$ cat config.mk
export PLATFORM = sky130hd
export DESIGN_NAME = vdp_cpu_port_flat
export DESIGN_NICKNAME = d
export VERILOG_FILES = /design/src/rtl/vdp_cpu_port_if.sv /design/src/rtl/vdp_cpu_port.sv /design/src/flat_wrapper.sv
export SDC_FILE = /design/constraint.sdc
export NUM_CORES = 1
export LEC_CHECK = 0
export CORE_ASPECT_RATIO = 0.7
export CORE_MARGIN = 10
export CORE_UTILIZATION = 45
export CTS_CLUSTER_SIZE = 14
export DETAILED_ROUTE_END_ITERATION = 7
export PLACE_DENSITY = 0.79
export REMOVE_ABC_BUFFERS = 1
export SLEW_MARGIN = 20
export SYNTH_ARGS = -nofsm -noshare
export SYNTH_HDL_FRONTEND = slang
export SYNTH_SLANG_ARGS = --single-unit
$ cat constraint.sdc
create_clock -name clk -period 2.7 [get_ports clk]
set_input_delay 0.675 -clock clk [delete_from_list [all_inputs] [get_ports clk]]
set_output_delay 0.675 -clock clk [all_outputs]
set_load 0.01 [all_outputs]
$ cat src/rtl/vdp_cpu_port_if.sv
// VRAM request/grant bus between the VDP CPU port (master) and the VRAM
// arbiter (slave). Address and write qualifier are sampled by the arbiter
// in the grant cycle; read data returns the cycle after a read grant.
interface vdp_cpu_port_if #(
  parameter int VRAM_AW = 14
);
  logic               vram_req;
  logic               vram_grant;
  logic [VRAM_AW-1:0] vram_addr;
  logic               vram_we;
  logic [7:0]         vram_wdata;
  logic [7:0]         vram_rdata;

  modport master (
    output vram_req,
    output vram_addr,
    output vram_we,
    output vram_wdata,
    input  vram_grant,
    input  vram_rdata
  );

  modport slave (
    input  vram_req,
    input  vram_addr,
    input  vram_we,
    input  vram_wdata,
    output vram_grant,
    output vram_rdata
  );
endinterface

$ cat src/rtl/vdp_cpu_port.sv
// VDP CPU port: decodes Z80 data-port (0xBE) and control-port (0xBF)
// accesses into VRAM writes / read-ahead fetches, CRAM writes and VDP
// register writes. VRAM traffic uses a request/grant handshake.
//
// Build option: define GG_CRAM_EN for Game Gear CRAM (12-bit words built
// from an even/odd byte pair). Left undefined, the SMS 6-bit CRAM is used.
module vdp_cpu_port #(
  parameter int VRAM_AW = 14
) (
  input  logic                  clk,
  input  logic                  rst,
  input  logic                  cpu_wr,
  input  logic                  cpu_rd,
  input  logic                  cpu_port,
  input  logic [7:0]            cpu_din,
  output logic [7:0]            cpu_dout,
  output logic                  busy,
  input  logic [7:0]            status_in,
  output logic                  status_rd,
  vdp_cpu_port_if.master        vram,
  output logic                  cram_we,
  output logic [4:0]            cram_addr,
  output logic [11:0]           cram_wdata,
  output logic                  reg_we,
  output logic [3:0]            reg_addr,
  output logic [7:0]            reg_wdata
);

  typedef enum logic [1:0] {
    IDLE    = 2'd0,
    WR_REQ  = 2'd1,
    RD_REQ  = 2'd2,
    RD_DATA = 2'd3
  } state_t;

  state_t             state_q, state_d;
  logic [VRAM_AW-1:0] addr_q, addr_d;
  logic [1:0]         code_q, code_d;
  logic               flag_q, flag_d;
  logic [7:0]         rbuf_q, rbuf_d;
  logic [VRAM_AW-1:0] vaddr_q, vaddr_d;
  logic [7:0]         vwdata_q, vwdata_d;
  logic               vreq_q, vreq_d;
  logic               vwe_q, vwe_d;
  logic               busy_q, busy_d;
  logic               reg_we_q, reg_we_d;
  logic [3:0]         reg_addr_q, reg_addr_d;
  logic [7:0]         reg_wdata_q, reg_wdata_d;
  logic               cram_we_q, cram_we_d;
  logic [4:0]         cram_addr_q, cram_addr_d;
  logic [11:0]        cram_wdata_q, cram_wdata_d;
`ifdef GG_CRAM_EN
  logic [7:0]         latch_q, latch_d;
`endif

  logic               idle_s;
  logic [VRAM_AW-1:0] addr_inc_s;
  logic [13:0]        hi_lo_s;
  logic [VRAM_AW-1:0] new_addr_s;

  assign idle_s     = (state_q == IDLE);
  assign addr_inc_s = addr_q + VRAM_AW'(1);
  assign hi_lo_s    = {cpu_din[5:0], addr_q[7:0]};
  assign new_addr_s = VRAM_AW'(hi_lo_s);

  // CPU read path: status byte on the control port, read buffer on the data port.
  always_comb begin
    cpu_dout  = 8'h00;
    status_rd = 1'b0;
    if (cpu_rd) begin
      if (cpu_port) begin
        cpu_dout  = status_in;
        status_rd = idle_s & ~cpu_wr;
      end else begin
        cpu_dout  = rbuf_q;
      end
    end else begin
      cpu_dout  = 8'h00;
      status_rd = 1'b0;
    end
  end

  // Access decode, address/code/flag update and VRAM handshake sequencing.
  always_comb begin
    state_d      = state_q;
    addr_d       = addr_q;
    code_d       = code_q;
    flag_d       = flag_q;
    rbuf_d       = rbuf_q;
    vaddr_d      = vaddr_q;
    vwdata_d     = vwdata_q;
    reg_we_d     = 1'b0;
    reg_addr_d   = reg_addr_q;
    reg_wdata_d  = reg_wdata_q;
    cram_we_d    = 1'b0;
    cram_addr_d  = cram_addr_q;
    cram_wdata_d = cram_wdata_q;
`ifdef GG_CRAM_EN
    latch_d      = latch_q;
`endif

    case (state_q)
      IDLE: begin
        if (cpu_wr) begin
          if (cpu_port) begin
            if (!flag_q) begin
              // First control byte: low address.
              addr_d[7:0] = cpu_din;
              flag_d      = 1'b1;
            end else begin
              // Second control byte: code and high address.
              flag_d = 1'b0;
              code_d = cpu_din[7:6];
              addr_d = new_addr_s;
              case (cpu_din[7:6])
                2'd0: begin
                  vaddr_d = new_addr_s;
                  addr_d  = new_addr_s + VRAM_AW'(1);
                  state_d = RD_REQ;
                end
                2'd2: begin
                  reg_we_d    = 1'b1;
                  reg_addr_d  = cpu_din[3:0];
                  reg_wdata_d = addr_q[7:0];
                end
                default: begin
                  state_d = IDLE;
                end
              endcase
            end
          end else begin
            flag_d = 1'b0;
            rbuf_d = cpu_din;
            addr_d = addr_inc_s;
            if (code_q == 2'd3) begin
`ifdef GG_CRAM_EN
              // Even byte is held; the odd byte completes the 12-bit word.
              if (!addr_q[0]) begin
                latch_d = cpu_din;
              end else begin
                cram_we_d    = 1'b1;
                cram_addr_d  = addr_q[5:1];
                cram_wdata_d = {cpu_din[3:0], latch_q};
              end
`else
              cram_we_d    = 1'b1;
              cram_addr_d  = addr_q[4:0];
              cram_wdata_d = {6'b000000, cpu_din[5:0]};
`endif
            end else begin
              vaddr_d  = addr_q;
              vwdata_d = cpu_din;
              state_d  = WR_REQ;
            end
          end
        end else if (cpu_rd) begin
          flag_d = 1'b0;
          if (!cpu_port) begin
            vaddr_d = addr_q;
            addr_d  = addr_inc_s;
            state_d = RD_REQ;
          end else begin
            state_d = IDLE;
          end
        end else begin
          state_d = IDLE;
        end
      end
      WR_REQ: begin
        if (vram.vram_grant) begin
          state_d = IDLE;
        end else begin
          state_d = WR_REQ;
        end
      end
      RD_REQ: begin
        if (vram.vram_grant) begin
          state_d = RD_DATA;
        end else begin
          state_d = RD_REQ;
        end
      end
      RD_DATA: begin
        state_d = IDLE;
        // A CPU data write landing on the fetch-complete cycle owns the buffer.
        if (cpu_wr && !cpu_port) begin
          rbuf_d = cpu_din;
        end else begin
          rbuf_d = vram.vram_rdata;
        end
      end
      default: begin
        state_d = IDLE;
      end
    endcase

    vreq_d = (state_d == WR_REQ) || (state_d == RD_REQ);
    vwe_d  = (state_d == WR_REQ);
    busy_d = (state_d != IDLE);
  end

  // State and output registers; reset drops any pending VRAM request at once.
  always_ff @(posedge clk or posedge rst) begin
    if (rst) begin
      state_q      <= IDLE;
      addr_q       <= '0;
      code_q       <= 2'd0;
      flag_q       <= 1'b0;
      rbuf_q       <= 8'h00;
      vaddr_q      <= '0;
      vwdata_q     <= 8'h00;
      vreq_q       <= 1'b0;
      vwe_q        <= 1'b0;
      busy_q       <= 1'b0;
      reg_we_q     <= 1'b0;
      reg_addr_q   <= 4'h0;
      reg_wdata_q  <= 8'h00;
      cram_we_q    <= 1'b0;
      cram_addr_q  <= 5'd0;
      cram_wdata_q <= 12'h000;
`ifdef GG_CRAM_EN
      latch_q      <= 8'h00;
`endif
    end else begin
      state_q      <= state_d;
      addr_q       <= addr_d;
      code_q       <= code_d;
      flag_q       <= flag_d;
      rbuf_q       <= rbuf_d;
      vaddr_q      <= vaddr_d;
      vwdata_q     <= vwdata_d;
      vreq_q       <= vreq_d;
      vwe_q        <= vwe_d;
      busy_q       <= busy_d;
      reg_we_q     <= reg_we_d;
      reg_addr_q   <= reg_addr_d;
      reg_wdata_q  <= reg_wdata_d;
      cram_we_q    <= cram_we_d;
      cram_addr_q  <= cram_addr_d;
      cram_wdata_q <= cram_wdata_d;
`ifdef GG_CRAM_EN
      latch_q      <= latch_d;
`endif
    end
  end

  assign busy            = busy_q;
  assign vram.vram_req   = vreq_q;
  assign vram.vram_we    = vwe_q;
  assign vram.vram_addr  = vaddr_q;
  assign vram.vram_wdata = vwdata_q;
  assign reg_we          = reg_we_q;
  assign reg_addr        = reg_addr_q;
  assign reg_wdata       = reg_wdata_q;
  assign cram_we         = cram_we_q;
  assign cram_addr       = cram_addr_q;
  assign cram_wdata      = cram_wdata_q;

endmodule

$ cat src/flat_wrapper.sv
// flat-port wrapper written by rule: the top's interface ports become plain ports
module vdp_cpu_port_flat 
#(
  parameter int VRAM_AW = 14
)
  (clk, rst, cpu_wr, cpu_rd, cpu_port, cpu_din, cpu_dout, busy, status_in, status_rd, cram_we, cram_addr, cram_wdata, reg_we, reg_addr, reg_wdata, vram_vram_req, vram_vram_addr, vram_vram_we, vram_vram_wdata, vram_vram_grant, vram_vram_rdata);
  vdp_cpu_port_if #(.VRAM_AW(VRAM_AW)) vram_i ();
  input  logic clk;
  input  logic rst;
  input  logic cpu_wr;
  input  logic cpu_rd;
  input  logic cpu_port;
  input  logic [7:0] cpu_din;
  output logic [7:0] cpu_dout;
  output logic busy;
  input  logic [7:0] status_in;
  output logic status_rd;
  output logic cram_we;
  output logic [4:0] cram_addr;
  output logic [11:0] cram_wdata;
  output logic reg_we;
  output logic [3:0] reg_addr;
  output logic [7:0] reg_wdata;
  output wire logic [$bits(vram_i.vram_req)-1:0] vram_vram_req;
  output wire logic [$bits(vram_i.vram_addr)-1:0] vram_vram_addr;
  output wire logic [$bits(vram_i.vram_we)-1:0] vram_vram_we;
  output wire logic [$bits(vram_i.vram_wdata)-1:0] vram_vram_wdata;
  input wire logic [$bits(vram_i.vram_grant)-1:0] vram_vram_grant;
  input wire logic [$bits(vram_i.vram_rdata)-1:0] vram_vram_rdata;
  assign vram_vram_req = vram_i.vram_req;
  assign vram_vram_addr = vram_i.vram_addr;
  assign vram_vram_we = vram_i.vram_we;
  assign vram_vram_wdata = vram_i.vram_wdata;
  assign vram_i.vram_grant = vram_vram_grant;
  assign vram_i.vram_rdata = vram_vram_rdata;
  vdp_cpu_port #(.VRAM_AW(VRAM_AW)) u_core (.clk(clk), .rst(rst), .cpu_wr(cpu_wr), .cpu_rd(cpu_rd), .cpu_port(cpu_port), .cpu_din(cpu_din), .cpu_dout(cpu_dout), .busy(busy), .status_in(status_in), .status_rd(status_rd), .vram(vram_i), .cram_we(cram_we), .cram_addr(cram_addr), .cram_wdata(cram_wdata), .reg_we(reg_we), .reg_addr(reg_addr), .reg_wdata(reg_wdata));
endmodule
After elaboration in Yosys (flattened, before gate mapping):

Cells that the tools add are included.

* input bits: 30
* register bits after elaboration: 77
* output and inout bits: 65
* word-level logic and storage cells: 99

* muxes and demuxes: 45
* reduce and logical (&&, ||, !) cells: 17
* bitwise logic cells: 4
* eq/ne operators: 14
* $add $sub $neg: 2

Operator list (number)
* $mux 14: 12
* $mux 8: 6
* $add 14x1->14 const B: 2
* $reduce_and 4->1: 5
* $mux 1: 17
* $pmux 8 s2: 1
* $mux 2: 6
* $eq 2x2->1 const B: 5
* $pmux 2 s4: 1
* $mux 6: 1
* $ne 2x2->1 const B: 3
* $ne 3x3->1 const B: 2
* $reduce_and 6->1: 1
* $reduce_bool 2->1: 3
* $reduce_and 5->1: 1
* $eq 2x1->1 const B: 2
* $logic_not 2->1: 2
* $ne 2x1->1 const B: 2
* $pmux 2 s2: 1
* $not 1->1: 3
* $reduce_and 3->1: 1
* $reduce_and 2->1: 1
* $and 1x1->1: 1
* $logic_and 1x1->1: 1
* other kinds (2): 2

Depth between registers and ports, before layout:

* word-level depth: 8
* depth in mapped cells: 8
* gate-level depth less buffers: 6

Worst setup path after synthesis:

OpenSTA, ideal clock, no wires.

* path type: input-to-output
* start: input port cpu_port
* end: output port cpu_dout[0]
* path buffers: 2
* data arrival time: 1523 ps
* cell stages on the path: 4
* setup slack: 502 ps
* required time: 2025 ps
* path through: buf_4 -> clkbuf_1 -> mux2i_1 -> nor2b_1

* cells in the longest elaborated chain, start to end: 2

Ends and longest elaborated chain
* start, declared: line flat_wrapper.sv:12 `input logic cpu_port;`
* $mux 8: line vdp_cpu_port.sv:71 `if (cpu_port) begin`
* $mux 8: line vdp_cpu_port.sv:70 `if (cpu_rd) begin`
* end, declared: line flat_wrapper.sv:14 `output logic [7:0] cpu_dout;`

Every way passes these cells.

Worst setup path in the final report:

* start: input port cpu_port
* end: output port cpu_dout[6]

The elaborated chain is that of the path after synthesis.

==> summary.txt <==
Synthesis
  – Sequential fraction of the synthesis area: 50.02%
  – Yosys warns: 0
  – Post-Syn Area per Cell: 10.55 sq um
  – Synth async-reset ratio: 100.0%
  – Distinct cells, synth: 57
  – Synth Register Bits: 77
  – Post-synthesis cell area: 3852 sq um
  – Synth Instances: 365
  – Ys flop type: dfrtp_1
  – Number of synthesized flops with an enable pin: 0
  – Leading area contributor after synthesis: dfrtp_1
  – Share of the synthesized area in the top cell type: 50.02%
  – Largest cells by area after synthesis: dfrtp_1 (50%), mux2_2 (9.9%), mux2i_1 (4.2%), nand2_1 (3.9%), o21ai_0 (3.4%)

Detailed routing
  – DR WL/cell: 18.66 um
  – Antenna-violating nets left: 0
  – DR vias/cell: 5.482
  – Via count: 3141
  – Drt pass-1 iters: 4
  – Iteration-0 DRC Markers: 227
  – Detailed Route WL: 10690 um
  – Remaining DRCs: 0

Worst setup path
  – RR Endpoint: u_core.addr_q[12]
  – CP arrival: 1.86 ns
  – Crit. End Element: output pin
  – Critical setup path kind: in -> out
  – CP Max Fanout: 6
  – Data required, critical path: 2.03 ns
  – Cell count of the worst reg-to-reg path: 5
  – CP Launch Type: primary input
  – Worst R2R Start: u_core.addr_q[0]
  – Setup slack, reg-to-reg: 0.76 ns

CTS
  – Clk slew on worst S/H paths: 0.05 ns
  – Total number of H-tree levels: 3
  – Root buffer cell: clkbuf_16
  – CTS tree: built
  – Clk_lat worst skew: 0.34 ns
  – Clock sink total: 77
  – TritonCTS Buffers: 9
  – Max Buffers Root-to-Sink: 2

Floorplanning
  – Die area: 12720 sq um
  – Boundary pin count: 95
  – Rows: 28
  – Die Height: 97.41 um
  – Initial Utilization: 45.82%
  – Die W: 130.6 um
  – Core Box Area: 8408 sq um

Global route
  – First-pass GRT wire length: 17040 um
  – Total track usage: 17.04%
  – Number of global-route vias before repair: 3259
  – Initial antenna violation count: 0
  – Grt met2 use: 25.09%
  – Most used routing layer: met2
  – Met3 usage: 10.52%
  – Grt ovf: 0
  – Largest net degree at the start of global routing: 38
  – Met1 Usage GRT: 20.40%

STA
  – Final worst-path cycle share: 93.91%
  – Slew of the pin with the lowest slew margin: 0.5752 ns
  – Fmax: 0.3944 GHz
  – WHS: 0.4840 ns
  – Clock Skews: 0.005416 ns
  – RSZ-0062 raised after global routing: false
  – Number of hold violations in the final report: 0
  – Max-slew violations: 0
  – Crit path time final: 2.536 ns
  – Slew HR: 61.51%
  – Final Setup Violations: 0
  – Setup WS post-layout: 0.1645 ns

Cells and area
  – Layout area overhead: 34.30%
  – Diode count: 0
  – Layout cells sized above 1: 18.80%
  – Final-layout fill cell count: 673
  – Nets: 498

Placed design
  – Dpl ws: -0.08035 ns
  – DP HPWL: 7875 um
  – RD Place Congestion: 0.8947
  – Port-buffer cells: 88

Min path
  – Hold depth: 2
  – Worst hold start: u_core.reg_addr[1]
  – Hold WC Path Type: reg -> reg
  – Hold Path Sink: u_core.reg_addr[1]

Power
  – Peak VDD IR: 511.8 uV
  – Pwr Density: 1011 nW/um^2
  – Static Leakage: 2.312 nW

Outcome
  – Outcome: completed

Flow run
  – Max capacitance violation total: 0
state kept, by name, indices dropped and copies added (netlist names):
register                cells
u_core.code_q               2
u_core.vram.vram_wdata      8
u_core.reg_wdata            8
u_core.reg_we               1
u_core.vram.vram_req        1
u_core.cram_addr            5
u_core.state_q              2
u_core.rbuf_q               8
u_core.vram.vram_we         1
u_core.vram.vram_addr      14
u_core.cram_wdata           6
u_core.addr_q              14
u_core.cram_we              1
u_core.flag_q               1
u_core.busy                 1
u_core.reg_addr             4
critical path, stage by stage:
cell and delay (ns):
clkdlybuf4s50_1 0.48, buf_4 0.16, mux2i_1 0.20, nor2b_1 0.06, dlygate4sd2_1 0.28
layout make-up:
class,instances,area (sq um),area share [%]
multi-input combinational,258,1749,33.81
sequential,77,1927,37.24
timing repair buffer,111,1054,20.36
inverter,8,31.28,0.6046
clock inverter,2,35.03,0.6771
tap,105,131.4,2.539
clock buffer,12,246.5,4.764
cell families (layout without fill, tap and decap cells):
family | count (synthesis) | count (layout) | share of synthesized area, %
simple gates | 121 | 121 | 16.21
flops | 77 | 77 | 50.02
compound gates | 68 | 68 | 10.72
mux | 54 | 54 | 15.56
buf+inv | 35 | 133 | 5.067
xor+xnor | 6 | 6 | 1.364
fa+ha+maj | 3 | 3 | 0.9744
other cells | 1 | 6 | 0.09734
layer usage:
layer / up-vias / share of wire (%) / routed length [um]
met2: 135 / 45 / 4769
met3: 15 / 13 / 1385
met1: 1530 / 41 / 4419
li1: 1461 / - / -
met4: 0 / 1.1 / 119
met5: - / 0 / 0
metrics by stage:
step / std cells / power (mW) / TNS [ns] / cell area, sq um / util, %
after floorplan: 343 / 2.978 / 0 / 3706 / -
after global routing: 573 / 5.569 / 0 / 5174 / 61.53
after CTS: 573 / 5.267 / 0 / 5174 / 61.53
final: 573 / 5.231 / 0 / 5174 / 61.53
after detailed placement: 559 / 4.095 / -0.2245 / 4905 / 58.33
after global placement: 559 / 4.010 / -0.1213 / 4905 / 58.33
placed cells by master (no fill, tap or decap), types with 6 or more instances in the layout:
cell type,n
clkdlybuf4s50_1,78
inv_1,7
nor2b_1,8
a31oi_1,9
a21oi_1,16
o21ai_0,26
clkbuf_16,9
conb_1,6
buf_4,22
dfrtp_1,77
nand2_1,40
nor3_1,7
mux2i_1,16
dlygate4sd2_1,10
mux2_2,34
nand3_1,8
nor2_1,29
synth_stat cells, types with 4 or more instances:
master    count
dfrtp_1      77
nand2_1      40
mux2_2       34
nor2_1       29
o21ai_0      26
a21oi_1      16
mux2i_1      16
buf_4        11
a31oi_1       9
inv_1         8
nand3_1       8
nor2b_1       8
clkbuf_1      7
nor3_1        7
buf_2         6
and3_1        4
xor2_1        4
power breakdown:
| part | switching, mW | leakage (nW) | internal, mW |
|---|---|---|---|
| Clock | 0.446 | 0.139 | 0.729 |
| Sequential | 0.413 | 0.962 | 1.65 |
| Combinational | 0.887 | 1.21 | 1.10 |
| Total | 1.75 | 2.31 | 3.49 |
repair_timing:
action,CTS,global route
gates resized for setup,10,0
setup buffers,0,0
endpoints found under the setup margin,9,0
hold buffers,0,0
worst max-delay path by stage:
stage	depth (start not counted)	from	to
floorplan	1	rst	u_core.addr_q[0]
global placement	3	cpu_rd	status_rd
detailed placement	3	cpu_rd	status_rd
CTS	5	cpu_port	cpu_dout[6]
global route	5	cpu_port	cpu_dout[3]
finish	5	cpu_port	cpu_dout[6]
Power figures use the tool's default switching activity.
